## config.mk

```make
export PLATFORM = sky130hd
export DESIGN_NAME = md5_result_reader
export DESIGN_NICKNAME = d
export VERILOG_FILES = /design/src/rtl/md5_result_reader_pkg.sv /design/src/rtl/md5_result_reader_outbuf.sv /design/src/rtl/md5_result_reader.sv
export SDC_FILE = /design/constraint.sdc
export NUM_CORES = 1
export LEC_CHECK = 0
export CAP_MARGIN = 20
export CORE_MARGIN = 2
export CORE_UTILIZATION = 40
export CTS_CLUSTER_SIZE = 10
export DETAILED_ROUTE_END_ITERATION = 10
export GPL_TIMING_DRIVEN = 1
export HOLD_SLACK_MARGIN = 0.08
export PLACE_DENSITY = 0.71
export SYNTH_ARGS = -nofsm -noshare
export SYNTH_HDL_FRONTEND = slang
export SYNTH_SLANG_ARGS = --single-unit
```

## constraint.sdc

```tcl
create_clock -name CLK -period 4.28 [get_ports CLK]
set_input_delay 0.856 -clock CLK [delete_from_list [all_inputs] [get_ports CLK]]
set_output_delay 0.856 -clock CLK [all_outputs]
set_load 0.1 [all_outputs]
```

## src/rtl/md5_result_reader_pkg.sv

```systemverilog
// Shared definitions for the md5 result reader: thread-state encodings,
// reader FSM states and the optional result header layout.
package md5_result_reader_pkg;

    localparam int unsigned THREAD_STATE_MSB = 2;
    typedef logic [THREAD_STATE_MSB:0] thread_state_t;

    localparam thread_state_t THREAD_STATE_NONE    = 3'd0;
    localparam thread_state_t THREAD_STATE_PROCB   = 3'd1;
    localparam thread_state_t THREAD_STATE_RUNNING = 3'd2;
    localparam thread_state_t THREAD_STATE_WR_RDY  = 3'd3;

    typedef enum logic [2:0] {
        StScan,
        StCheck,
        StLookup,
        StRead,
        StDrain,
        StRelease
    } resread_state_e;

    // Header: {16'h0, thread (8b), 5'b0, save_len (3b)}; len arrives zero-extended.
    function automatic logic [31:0] header_word(input logic [7:0] thread,
                                                input logic [7:0] len);
        return {16'h0, thread, len};
    endfunction

endpackage

```

## src/rtl/md5_result_reader_outbuf.sv

```systemverilog
// Two-entry output FIFO holding {last, thread, data}. The parent guarantees
// via credits that push never happens while full.
module md5_result_reader_outbuf #(
    parameter int unsigned WIDTH = 37
) (
    input  logic             clk,
    input  logic             rst_n,
    input  logic             push,
    input  logic [WIDTH-1:0] din,
    input  logic             pop,
    output logic [WIDTH-1:0] dout,
    output logic             empty,
    output logic             full
);

    logic [WIDTH-1:0] mem_q [2];
    logic             wr_ptr_q;
    logic             rd_ptr_q;
    logic [1:0]       count_q;
    logic             do_push;
    logic             do_pop;

    assign empty   = (count_q == 2'd0);
    assign full    = (count_q == 2'd2);
    assign do_push = push && !full;
    assign do_pop  = pop && !empty;
    assign dout    = mem_q[rd_ptr_q];

    always_ff @(posedge clk or negedge rst_n) begin
        if (!rst_n) begin
            mem_q[0] <= '0;
            mem_q[1] <= '0;
            wr_ptr_q <= 1'b0;
            rd_ptr_q <= 1'b0;
            count_q  <= 2'd0;
        end else begin
            if (do_push) begin
                mem_q[wr_ptr_q] <= din;
                wr_ptr_q        <= !wr_ptr_q;
            end
            if (do_pop) begin
                rd_ptr_q <= !rd_ptr_q;
            end
            unique case ({do_push, do_pop})
                2'b10:   count_q <= count_q + 2'd1;
                2'b01:   count_q <= count_q - 2'd1;
                default: count_q <= count_q;
            endcase
        end
    end

endmodule

```

## src/rtl/md5_result_reader.sv

```systemverilog
// Drains finished md5 results: finds WR_RDY threads round-robin, reads their
// result words from memory and streams them out. Optional header: RESULT_HEADER_EN.
module md5_result_reader
    import md5_result_reader_pkg::*;
#(
    parameter int unsigned N_THREADS     = 12,
    parameter int unsigned MEM_ADDR_MSB  = 4,
    parameter int unsigned SAVE_LEN_W    = 3,
    localparam int unsigned N_THREADS_MSB = $clog2(N_THREADS) - 1
) (
    input  logic                                 CLK,
    input  logic                                 RST_N,
    output logic [N_THREADS_MSB:0]               ts_rd_num,
    input  logic [THREAD_STATE_MSB:0]            ts_rd,
    output logic [N_THREADS_MSB:0]               ts_wr_num,
    output logic [THREAD_STATE_MSB:0]            ts_wr,
    output logic                                 ts_wr_en,
    output logic [N_THREADS_MSB:0]               save_rd_num,
    input  logic [MEM_ADDR_MSB+SAVE_LEN_W:0]     save_rd,
    output logic                                 mem_rd_req,
    output logic [MEM_ADDR_MSB:0]                mem_rd_addr,
    input  logic                                 mem_rd_grant,
    input  logic [31:0]                          mem_dout,
    input  logic                                 mem_dout_en,
    output logic [31:0]                          dout,
    output logic                                 dout_valid,
    input  logic                                 dout_ready,
    output logic                                 dout_last,
    output logic [N_THREADS_MSB:0]               dout_thread
);

    localparam int unsigned ENTRY_W = 1 + N_THREADS_MSB + 1 + 32;
    localparam logic [N_THREADS_MSB:0] LAST_THREAD = (N_THREADS_MSB + 1)'(N_THREADS - 1);

    resread_state_e             state_q, state_d;
    logic [N_THREADS_MSB:0]     ptr_q, ptr_d;
    logic [N_THREADS_MSB:0]     thread_q, thread_d;
    logic [MEM_ADDR_MSB:0]      addr_q, addr_d;
    logic [SAVE_LEN_W-1:0]      len_q, len_d;
    logic [SAVE_LEN_W-1:0]      issued_q, issued_d;
    logic [SAVE_LEN_W-1:0]      remaining_q, remaining_d;
    logic [1:0]                 credits_q, credits_d;

    logic [MEM_ADDR_MSB:0]      save_addr;
    logic [SAVE_LEN_W-1:0]      save_len;
    logic                       grant_take;
    logic                       data_push;
    logic                       hdr_push;
    logic                       buf_push;
    logic [ENTRY_W-1:0]         buf_din;
    logic [ENTRY_W-1:0]         buf_dout;
    logic                       buf_pop;
    logic                       buf_empty;
    logic                       buf_full;

    function automatic logic [N_THREADS_MSB:0] next_thread(input logic [N_THREADS_MSB:0] t);
        return (t == LAST_THREAD) ? '0 : t + 1'b1;
    endfunction

    assign save_addr   = save_rd[MEM_ADDR_MSB+SAVE_LEN_W:SAVE_LEN_W];
    assign save_len    = save_rd[SAVE_LEN_W-1:0];
    assign ts_rd_num   = ptr_q;
    // ptr_q equals the candidate thread while in CHECK, so it doubles as the lookup index.
    assign save_rd_num = ptr_q;
    assign mem_rd_addr = addr_q;
    assign mem_rd_req  = (state_q == StRead) && (credits_q != 2'd0) && (issued_q != len_q);
    assign grant_take  = mem_rd_req && mem_rd_grant;
    // Responses outside READ/DRAIN are stale (e.g. issued before a reset) and dropped.
    assign data_push   = mem_dout_en && (remaining_q != '0) &&
                         ((state_q == StRead) || (state_q == StDrain));
    assign buf_push    = data_push || hdr_push;
    assign buf_pop     = dout_valid && dout_ready;

    always_comb begin
        buf_din = {(remaining_q == SAVE_LEN_W'(1)), thread_q, mem_dout};
`ifdef RESULT_HEADER_EN
        if (hdr_push) begin
            buf_din = {(save_len == '0), thread_q, header_word(8'(thread_q), 8'(save_len))};
        end
`endif
    end

    md5_result_reader_outbuf #(
        .WIDTH (ENTRY_W)
    ) u_outbuf (
        .clk   (CLK),
        .rst_n (RST_N),
        .push  (buf_push),
        .din   (buf_din),
        .pop   (buf_pop),
        .dout  (buf_dout),
        .empty (buf_empty),
        .full  (buf_full)
    );

    assign dout_valid = !buf_empty;
    assign {dout_last, dout_thread, dout} = buf_dout;

    always_comb begin
        state_d     = state_q;
        ptr_d       = ptr_q;
        thread_d    = thread_q;
        addr_d      = addr_q;
        len_d       = len_q;
        issued_d    = issued_q;
        remaining_d = remaining_q;
        hdr_push    = 1'b0;
        ts_wr_num   = '0;
        ts_wr       = '0;
        ts_wr_en    = 1'b0;

        if (data_push) begin
            remaining_d = remaining_q - 1'b1;
        end

        unique case (state_q)
            StScan: state_d = StCheck;
            StCheck: begin
                if (ts_rd == THREAD_STATE_WR_RDY) begin
                    thread_d = ptr_q;
                    state_d  = StLookup;
                end else begin
                    ptr_d   = next_thread(ptr_q);
                    state_d = StScan;
                end
            end
            StLookup: begin
                addr_d      = save_addr;
                len_d       = save_len;
                remaining_d = save_len;
                issued_d    = '0;
`ifdef RESULT_HEADER_EN
                // Outbuf is always empty here, so the header has a free slot.
                hdr_push = 1'b1;
                state_d  = (save_len == '0) ? StDrain : StRead;
`else
                state_d  = (save_len == '0) ? StRelease : StRead;
`endif
            end
            StRead: begin
                if (grant_take) begin
                    addr_d   = addr_q + 1'b1;
                    issued_d = issued_q + 1'b1;
                    if (issued_q + 1'b1 == len_q) begin
                        state_d = StDrain;
                    end
                end
            end
            StDrain: begin
                if ((remaining_q == '0) && buf_empty) begin
                    state_d = StRelease;
                end
            end
            StRelease: begin
                ts_wr_num = thread_q;
                ts_wr     = THREAD_STATE_NONE;
                ts_wr_en  = 1'b1;
                ptr_d     = next_thread(thread_q);
                state_d   = StScan;
            end
            default: state_d = StScan;
        endcase
    end

    // Credits track free outbuf slots not yet promised to an in-flight read or header.
    always_comb begin
        unique case ({grant_take || hdr_push, buf_pop})
            2'b10:   credits_d = credits_q - 2'd1;
            2'b01:   credits_d = credits_q + 2'd1;
            default: credits_d = credits_q;
        endcase
    end

    always_ff @(posedge CLK or negedge RST_N) begin
        if (!RST_N) begin
            state_q     <= StScan;
            ptr_q       <= '0;
            thread_q    <= '0;
            addr_q      <= '0;
            len_q       <= '0;
            issued_q    <= '0;
            remaining_q <= '0;
            credits_q   <= 2'd2;
        end else begin
            state_q     <= state_d;
            ptr_q       <= ptr_d;
            thread_q    <= thread_d;
            addr_q      <= addr_d;
            len_q       <= len_d;
            issued_q    <= issued_d;
            remaining_q <= remaining_d;
            credits_q   <= credits_d;
        end
    end

endmodule

```

==> run summary, run 1 <==
Reg-to-Reg End -> u_outbuf.mem_q[1]
Initial DRC Count -> 98
Io pins -> 108
Worst Hold Class -> reg2reg
Sequential area share after synthesis -> 52.3%
Netlist Area Pre-Place -> 0.00503 mm^2
Mean post-synth cell area -> 12.8 um^2
DR vias/cell -> 5.07
# setup viols final -> 0
Critical Path Start -> state_q[0]
CTS Buffer Depth -> 2
Crit end category -> output port
Final hold violations -> 0
Fmax -> 292 MHz
Most common cell after layout, fill and taps aside -> mux2_2
Die Y -> 116 um
Final Slew Violations -> 0
GRT Util Overall -> 15.9%
Share of cells above drive strength 1 -> 36.7%
Post-Synthesis Cells -> 392
Row Count -> 40
Worst Path Arrival -> 2570 ps
Grt ovf -> 0
FF-to-FF path depth -> 5
Routed WL per cell -> 15.5 um
Routability Congestion -> 0.779
Ys async rst share -> 100%
Worst-path clk slew -> 70 ps
CTS sink count -> 105
Skew-Pair Late Insertion Delay -> 340 ps
Fin nets -> 548
Layout area overhead -> 26.7%
Remaining antenna violation count after routing -> 0
CTS Hold Bufs -> 0
Routed wl met3 -> 467 um
Detailed Routing Iterations Pass 1 -> 4
Buffers on Ports -> 104
Vias in the first global route -> 3533
Top Metal Used -> met4
Slew @ Worst Pin -> 976 ps
Slowest stage delay, CP -> 1210 ps
Most frequent cells in the layout -> 113 x mux2_2, 103 x dfrtp_1, 61 x clkdlybuf4s50_1
Via Count -> 3365
Syn. warnings -> 0
Yosys reg bits -> 105
Cells along the critical path -> and3b_1, clkdlybuf4s50_1
Number of synthesized flops with an enable pin -> 0
Post-CTS sizing -> 0
CTS Buf Count -> 9
Core box area -> 0.0122 mm^2
DIE AREA -> 0.0135 mm^2
FF-to-FF Start -> state_q[0]
Critical setup path kind -> reg2out
WHS Path Cells -> 1
HP Start -> u_outbuf.count_q[1]
Synth Flop Type -> dfrtp_1
WL met2 -> 5090 um
Initial antenna violation count -> 0
Post-DP HPWL -> 7110 um
Routed met1 length -> 4580 um
R2R setup slack -> 1570 ps
DIE WIDTH -> 116 um
Worst EP required -> 3420 ps
Status -> finished clean
Tcrit/Tclk final -> 80.2%
Startpoint types -> flip-flop
RSZ-0062 raised after global routing -> no
Antenna cells -> 0
Worst rel slew slack -> 34.7%
First-pass GRT wire length -> 16800 um
Synth unique cells -> 50
Min cycle time layout -> 3430 ps
Postcts setup bufs -> 0
Remaining DRCs -> 0
Max Cap Viol -> 0
CTS tree -> built
Sum Neg Setup Slack -> 0 ps
Largest net degree at the start of global routing -> 60
Root buffer cell -> clkbuf_16
Starting Density -> 41.3%
Htree depth -> 3
CP max FO -> 13
Setup Skew -> 5.96 ps
Detailed Route WL -> 10300 um
Hold EP -> u_outbuf.count_q[1]
CP max-delay cell -> clkdlybuf4s50_1
worst max-delay path, delay by kind of cell (launching register included):
kind | cells | cell delay [ps]
DFF | 1 | 560
buffers and inverters | 1 | 1210
and+or+nand+nor | 1 | 450
cell families after synthesis:
logic type	Yosys count	share of synthesized area [%]
and+or+nand+nor	74	8.24
DFF	105	52.3
adders and majority gates	9	2.24
AOI/OAI and AO/OA	41	5.30
xor gates and xnor gates	16	2.79
muxes	115	25.7
other	1	0.0746
buffers and inverters	31	3.36
state kept, by name, summed over array words and instances (netlist names):
register / cells
credits_q: 2
issued_q: 3
len_q: 3
mem_rd_addr: 5
remaining_q: 3
save_rd_num: 4
state_q: 3
thread_q: 4
u_outbuf.count_q: 2
u_outbuf.mem_q: 74
u_outbuf.rd_ptr_q: 1
u_outbuf.wr_ptr_q: 1
cells in the mapped netlist (all sizes together) (2+ instances only):
cell	count	area (um^2)
a211oi	3	22.5
a21oi	12	60.1
a31oi	4	25.0
and2	5	31.3
and3	4	25.0
buf	15	109
clkbuf	8	30.0
dfrtp	104	2600
ha	9	113
inv	8	30.0
mux2	114	1280
nand2	19	71.3
nand2b	4	25.0
nand3	6	30.0
nand3b	2	15.0
nor2	8	30.0
nor2b	5	31.3
nor3	5	36.3
nor3b	3	22.5
nor4	5	31.3
o211ai	2	15.0
o21ai	6	30.0
o22ai	3	18.8
o31ai	2	15.0
or2	2	12.5
or3b	2	17.5
xnor2	11	96.3
xor2	5	43.8
worst max path at each step:
| stage | end | slack, ps | cells past startpoint |
|---|---|---|---|
| after global placement | u_outbuf.mem_q[30] | 1230 | 6 |
| after detailed placement | u_outbuf.mem_q[29] | 1170 | 6 |
| final | ts_wr_en | 850 | 2 |
| after floorplan | mem_rd_req | 480 | 3 |
| after global routing | ts_wr_en | 760 | 2 |
| after CTS | ts_wr_en | 860 | 2 |
cell type report:
cell class                      count  area [um^2]
Clock buffer                       13          250
Fill cell                        1073         5790
Multi-Input combinational cell    258         2240
Sequential cell                   105         2630
Clock inverter                      3         40.0
Tap cell                          168          210
Timing Repair Buffer              109          971
Inverter                            8         30.0
through the flow:
stage               hold slack (ps)  cell area [um^2]  setup slack [ps]  instances  util [%]
global placement                464              6080              1230        648      50.0
CTS                             499              6370               856        664      52.4
finish                          489              6370               850        664      52.4
detailed placement              485              6080              1170        648      50.0
global route                    509              6370               760        664      52.4
floorplan                       448              5040               478        394         -
per-layer routing:
layer  vias to the layer above  GRT usage [%]
met5                         -              0
met4                         0           6.43
met3                        14           2.96
met2                        79           27.4
met1                      1675           19.9
li1                       1597              -
Power of run 1 is left out: the tool's default activity adds up to more than one toggle a clock period on the data nets, which glitch-free logic cannot reach.
==> run 2, diff against run 1 <==
Settings changed: PLACE_DENSITY 0.71 to 0.74.
Clock period 4.28 ns to 2.9 ns, I/O delays scaled along.
==> run 2 against run 1 <==
Sequential cell count unchanged; via count grew 0.30%; cell area up 7.2%; cell count up 0.15%; clock-buffer cell count down 3; global-route usage up 0.34 points; sequential share of layout area shrank 2.8 points; critical path type unchanged; critical endpoint is now dout_thread[2]; highest routed layer unchanged.
==> run summary, run 2 (synthesis results as in run 1) <==
# setup viols final -> 0 (unchanged)
Setup Skew -> 7.34 ps (+1.38 ps)
Fmax -> 410 MHz
Status -> finished clean
Reg-to-Reg End -> u_outbuf.mem_q[56]
Root buffer cell -> clkbuf_16
Largest net degree at the start of global routing -> 56 (-6.7%)
Startpoint types -> flip-flop
Die Y -> 116 um (unchanged)
Critical setup path kind -> reg2out
Worst Hold Class -> in2async
Worst-path clk slew -> 70 ps (about the same)
Io pins -> 108 (unchanged)
Sum Neg Setup Slack -> 0 ps (unchanged)
Worst rel slew slack -> 41.6% (+6.9 points)
Max FFs per register -> 74 (unchanged)
Row Count -> 40 (unchanged)
Most common cell after layout, fill and taps aside -> mux2_2
Crit end category -> output port
Htree depth -> 3 (unchanged)
CTS Buf Count -> 9 (unchanged)
FF-to-FF path depth -> 5 (unchanged)
R2R setup slack -> 570 ps (-1000 ps)
DIE WIDTH -> 116 um (unchanged)
Detailed Route WL -> 10400 um (+0.70%)
DP Area -> 0.00657 mm^2 (+8.0%)
Critical Path Start -> u_outbuf.rd_ptr_q
Post-CTS sizing -> 0 (unchanged)
CTS sink count -> 105 (unchanged)
Routed WL per cell -> 15.6 um (+0.55%)
GRT Util Overall -> 16.3% (+0.34 points)
Core box area -> 0.0122 mm^2 (unchanged)
Routability Congestion -> 0.806 (+3.5%)
Vias in the first global route -> 3506 (-0.76%)
Initial DRC Count -> 135 (+38%)
FF-to-FF Start -> state_q[0]
CP max FO -> 21 (+8)
Worst Path Arrival -> 1860 ps (-710 ps)
Grt ovf -> 0 (unchanged)
Layout area overhead -> 35.9%
Initial antenna violation count -> 0 (unchanged)
Skew-Pair Late Insertion Delay -> 350 ps (about the same)
Most flops, register -> u_outbuf.mem_q
DIE AREA -> 0.0135 mm^2 (unchanged)
Buffers on Ports -> 104 (unchanged)
Most frequent cells in the layout -> 113 x mux2_2, 103 x dfrtp_1, 46 x clkdlybuf4s50_1
Detailed Routing Iterations Pass 1 -> 4 (unchanged)
Postcts setup bufs -> 0 (unchanged)
Remaining DRCs -> 0 (unchanged)
Remaining antenna violation count after routing -> 0 (unchanged)
Antenna cells -> 0 (unchanged)
Fin nets -> 549 (+0.18%)
Final hold violations -> 0 (unchanged)
Post-DP HPWL -> 7290 um (+2.6%)
Starting Density -> 41.3% (unchanged)
Final non-filler cell area -> 0.00683 mm^2 (+7.2%)
Crit path to -> dout_thread[2]
Tcrit/Tclk final -> 84.1%
Max Cap Viol -> 0 (unchanged)
Via Count -> 3375 (+0.30%)
First-pass GRT wire length -> 17100 um (+1.9%)
DR vias/cell -> 5.08 (+0.15%)
Slew @ Worst Pin -> 874 ps (-102 ps)
Final Slew Violations -> 0 (unchanged)
Min cycle time layout -> 2440 ps
CTS Buffer Depth -> 2 (unchanged)
CTS tree -> built
RSZ-0062 raised after global routing -> no
Share of cells above drive strength 1 -> 40.4% (+3.7 points)
Worst EP required -> 2320 ps (-1100 ps)
CTS Hold Bufs -> 0 (unchanged)
==> run 2: changes by cell type in the layout (fill, tap and decap cells not counted), sizes merged <==
cell           change
buf               +16
bufinv             -1
clkbuf             -3
clkdlybuf4s50     -15
clkinv             +2
clkinvlp           +2
==> run 2: area by class of cell <==
| cell class | instances | area (um^2) |
|---|---|---|
| Inverter | 8 | 30.0 |
| Timing Repair Buffer | 110 | 1450 |
| Clock inverter | 6 | 35.0 |
| Tap cell | 168 | 210 |
| Sequential cell | 105 | 2630 |
| Multi-Input combinational cell | 258 | 2240 |
| Fill cell | 986 | 5330 |
| Clock buffer | 10 | 229 |
==> run 2: metal layers <==
layer  global-route usage, %  vias up  wire (um)
met5                       0        -          0
met4                    5.08        0        168
met3                    4.83       14        550
met2                    26.5       95       5150
met1                    21.1     1675       4520
li1                        -     1591          -
==> run 2: worst min path at each step <==
stage / endpoint / from / slack (ps) / depth (start not counted)
2_1_floorplan: credits_q[0] / RST_N / 280 / 0
3_3_place_gp: u_outbuf.mem_q[45] / u_outbuf.mem_q[45] / 470 / 1
3_5_place_dp: u_outbuf.count_q[1] / u_outbuf.count_q[1] / 470 / 1
4_1_cts: u_outbuf.mem_q[44] / RST_N / 300 / 1
5_1_grt: u_outbuf.mem_q[8] / RST_N / 330 / 1
6_report: u_outbuf.mem_q[8] / RST_N / 280 / 1
==> run 2: critical path: stages (launching register included) <==
cell	delay (ps)
dfrtp_2	680
buf_12	250
mux2_2	400
buf_12	180
==> run 2: through the flow <==
stage / hold WS (ps) / std cells / utilization, % / setup slack, ps
after CTS: 300 / 665 / 56.2 / 433
final: 281 / 665 / 56.2 / 461
after floorplan: 284 / 394 / - / 113
after global placement: 467 / 649 / 54.0 / 486
after detailed placement: 474 / 649 / 54.0 / 438
after global routing: 332 / 665 / 56.2 / 381
Power of run 2 is left out for the same reason.
==> run 3, diff against run 2 <==
Settings changed: PLACE_DENSITY 0.74 to 0.71.
Clock period 2.9 ns to 2.4 ns, I/O delays scaled along.
==> run 3 against run 2 <==
Clock-buffer cell count stayed put; sequential share of layout area is 1.0 points lower; first-iteration DRC count is 18% higher; routed wire length is 3.8% higher; non-clock buffer count is 11 higher.
==> run summary, run 3 (synthesis results as in run 1) <==
Final hold violations -> 0 (unchanged)
Min cycle time layout -> 2270 ps
Detailed Routing Iterations Pass 1 -> 4 (unchanged)
Fill count -> 995 (+0.91%)
Skew-Pair Late Insertion Delay -> 340 ps (about the same)
Detailed Route WL -> 10800 um (+3.8%)
Tcrit/Tclk final -> 94.5%
Slowest stage delay, CP -> 490 ps (-190 ps)
CTS tree -> built
CTS Buf Count -> 9 (unchanged)
Core box area -> 0.0122 mm^2 (unchanged)
Buffers on Ports -> 104 (unchanged)
Vias in the first global route -> 3554 (+1.4%)
FF-to-FF Start -> remaining_q[0]
Postcts setup bufs -> 0 (unchanged)
Routed WL per cell -> 16.0 um (+2.3%)
Initial DRC Count -> 159 (+18%)
RSZ-0062 raised after global routing -> no
Initial antenna violation count -> 0 (unchanged)
Worst-path clk slew -> 70 ps (about the same)
Total placed cells including tap cells -> 660 (+1.7%)
Critical setup path kind -> reg2out
CP delay by family, top -> simple AND/OR/NAND/NOR gates
Root buffer cell -> clkbuf_16
Fin nets -> 560 (+2.0%)
Slew @ Worst Pin -> 801 ps (-73.7 ps)
Worst rel slew slack -> 46.6% (+5.0 points)
Remaining antenna violation count after routing -> 0 (unchanged)
DIE WIDTH -> 116 um (unchanged)
Largest net degree at the start of global routing -> 61 (+8.9%)
GRT Util Overall -> 16.7% (+0.38 points)
Final Slew Violations -> 0 (unchanged)
Row Count -> 40 (unchanged)
Most common cell after layout, fill and taps aside -> mux2_2
Fmax -> 441 MHz
Io pins -> 108 (unchanged)
Hold Slack -> 221 ps (-59.8 ps)
Die Y -> 116 um (unchanged)
DIE AREA -> 0.0135 mm^2 (unchanged)
Grt ovf -> 0 (unchanged)
Via Count -> 3395 (+0.59%)
Cells along the critical path -> buf_4, and3b_1, and2_2, buf_12
# setup viols final -> 0 (unchanged)
Remaining DRCs -> 0 (unchanged)
Post-DP HPWL -> 7440 um (+2.1%)
Max FFs per register -> 74 (unchanged)
Post-CTS sizing -> 0 (unchanged)
Status -> finished clean
Worst Hold Class -> in2async
CTS Hold Bufs -> 0 (unchanged)
First-pass GRT wire length -> 17600 um (+2.8%)
Worst Path Arrival -> 1790 ps (-70 ps)
Most flops, register -> u_outbuf.mem_q
CP max-delay cell -> and3b_1
CP max FO -> 13 (-38%)
CTS sink count -> 105 (unchanged)
Startpoint types -> flip-flop
Max Cap Viol -> 0 (unchanged)
Starting Density -> 41.3% (unchanged)
Antenna cells -> 0 (unchanged)
Htree depth -> 3 (unchanged)
Layout area overhead -> 39.5%
Final non-filler cell total -> 675 (+1.5%)
Setup Skew -> 8.74 ps (+1.40 ps)
Worst EP required -> 1920 ps (-400 ps)
DR vias/cell -> 5.03 (-0.90%)
Critical Path Start -> state_q[1]
Most frequent cells in the layout -> 113 x mux2_2, 103 x dfrtp_1, 46 x clkdlybuf4s50_1
CTS Buffer Depth -> 2 (unchanged)
Critical path buffers and inverters -> 2 (unchanged)
Routability Congestion -> 0.773 (-4.1%)
Share of cells above drive strength 1 -> 42.6% (+2.2 points)
Crit end category -> output port
[run 3: cell types whose count changed in the layout (fill, tap and decap cells not counted), sizes merged]
cell / before / now
clkinv: 4 / 2
clkinvlp: 2 / 1
bufinv: 0 / 1
inv: 8 / 9
buf: 64 / 75
[run 3: path summary, 6_finish.rpt]
check / end / slack (ps) / cells past startpoint
hold / removal: u_outbuf.mem_q[0] / 220 / 1
setup reg to reg: u_outbuf.mem_q[69] / 280 / 7
max in group asynchronous: u_outbuf.mem_q[61] / 1470 / 2
hold reg to reg: u_outbuf.mem_q[45] / 500 / 1
min in group CLK: u_outbuf.mem_q[45] / 500 / 1
setup / recovery: ts_wr_num[1] / 130 / 4
[run 3: final cells by class]
cell class,count,area (um^2),share of cell area (%)
Multi-Input combinational cell,258,2250,32.1
Sequential cell,105,2630,37.5
Inverter,8,30.0,0.428
Clock inverter,5,63.8,0.910
Timing Repair Buffer,121,1590,22.6
Clock buffer,10,239,3.41
Tap cell,168,210,3.00
[run 3: routing by layer]
| metal | wire length [um] | vias up | track usage [%] | part of all wire (%) |
|---|---|---|---|---|
| met5 | 0 | - | 0 | 0 |
| met4 | 140 | 0 | 5.32 | 1.3 |
| met3 | 432 | 12 | 2.75 | 4.0 |
| met2 | 5220 | 83 | 27.6 | 48 |
| met1 | 4990 | 1690 | 22.6 | 46 |
| li1 | - | 1610 | - | - |
[run 3: stage by stage]
stage | setup slack (ps) | cell area, um^2 | utilization [%] | setup TNS, ps
after floorplan | -24.0 | 5050 | - | -96.0
after detailed placement | 96.1 | 6710 | 55.2 | 0
after global placement | 129 | 6710 | 55.2 | 0
after global routing | 40.9 | 7010 | 57.7 | 0
final | 131 | 7010 | 57.7 | 0
after CTS | 135 | 7010 | 57.7 | 0
Power of run 3 is left out for the same reason.
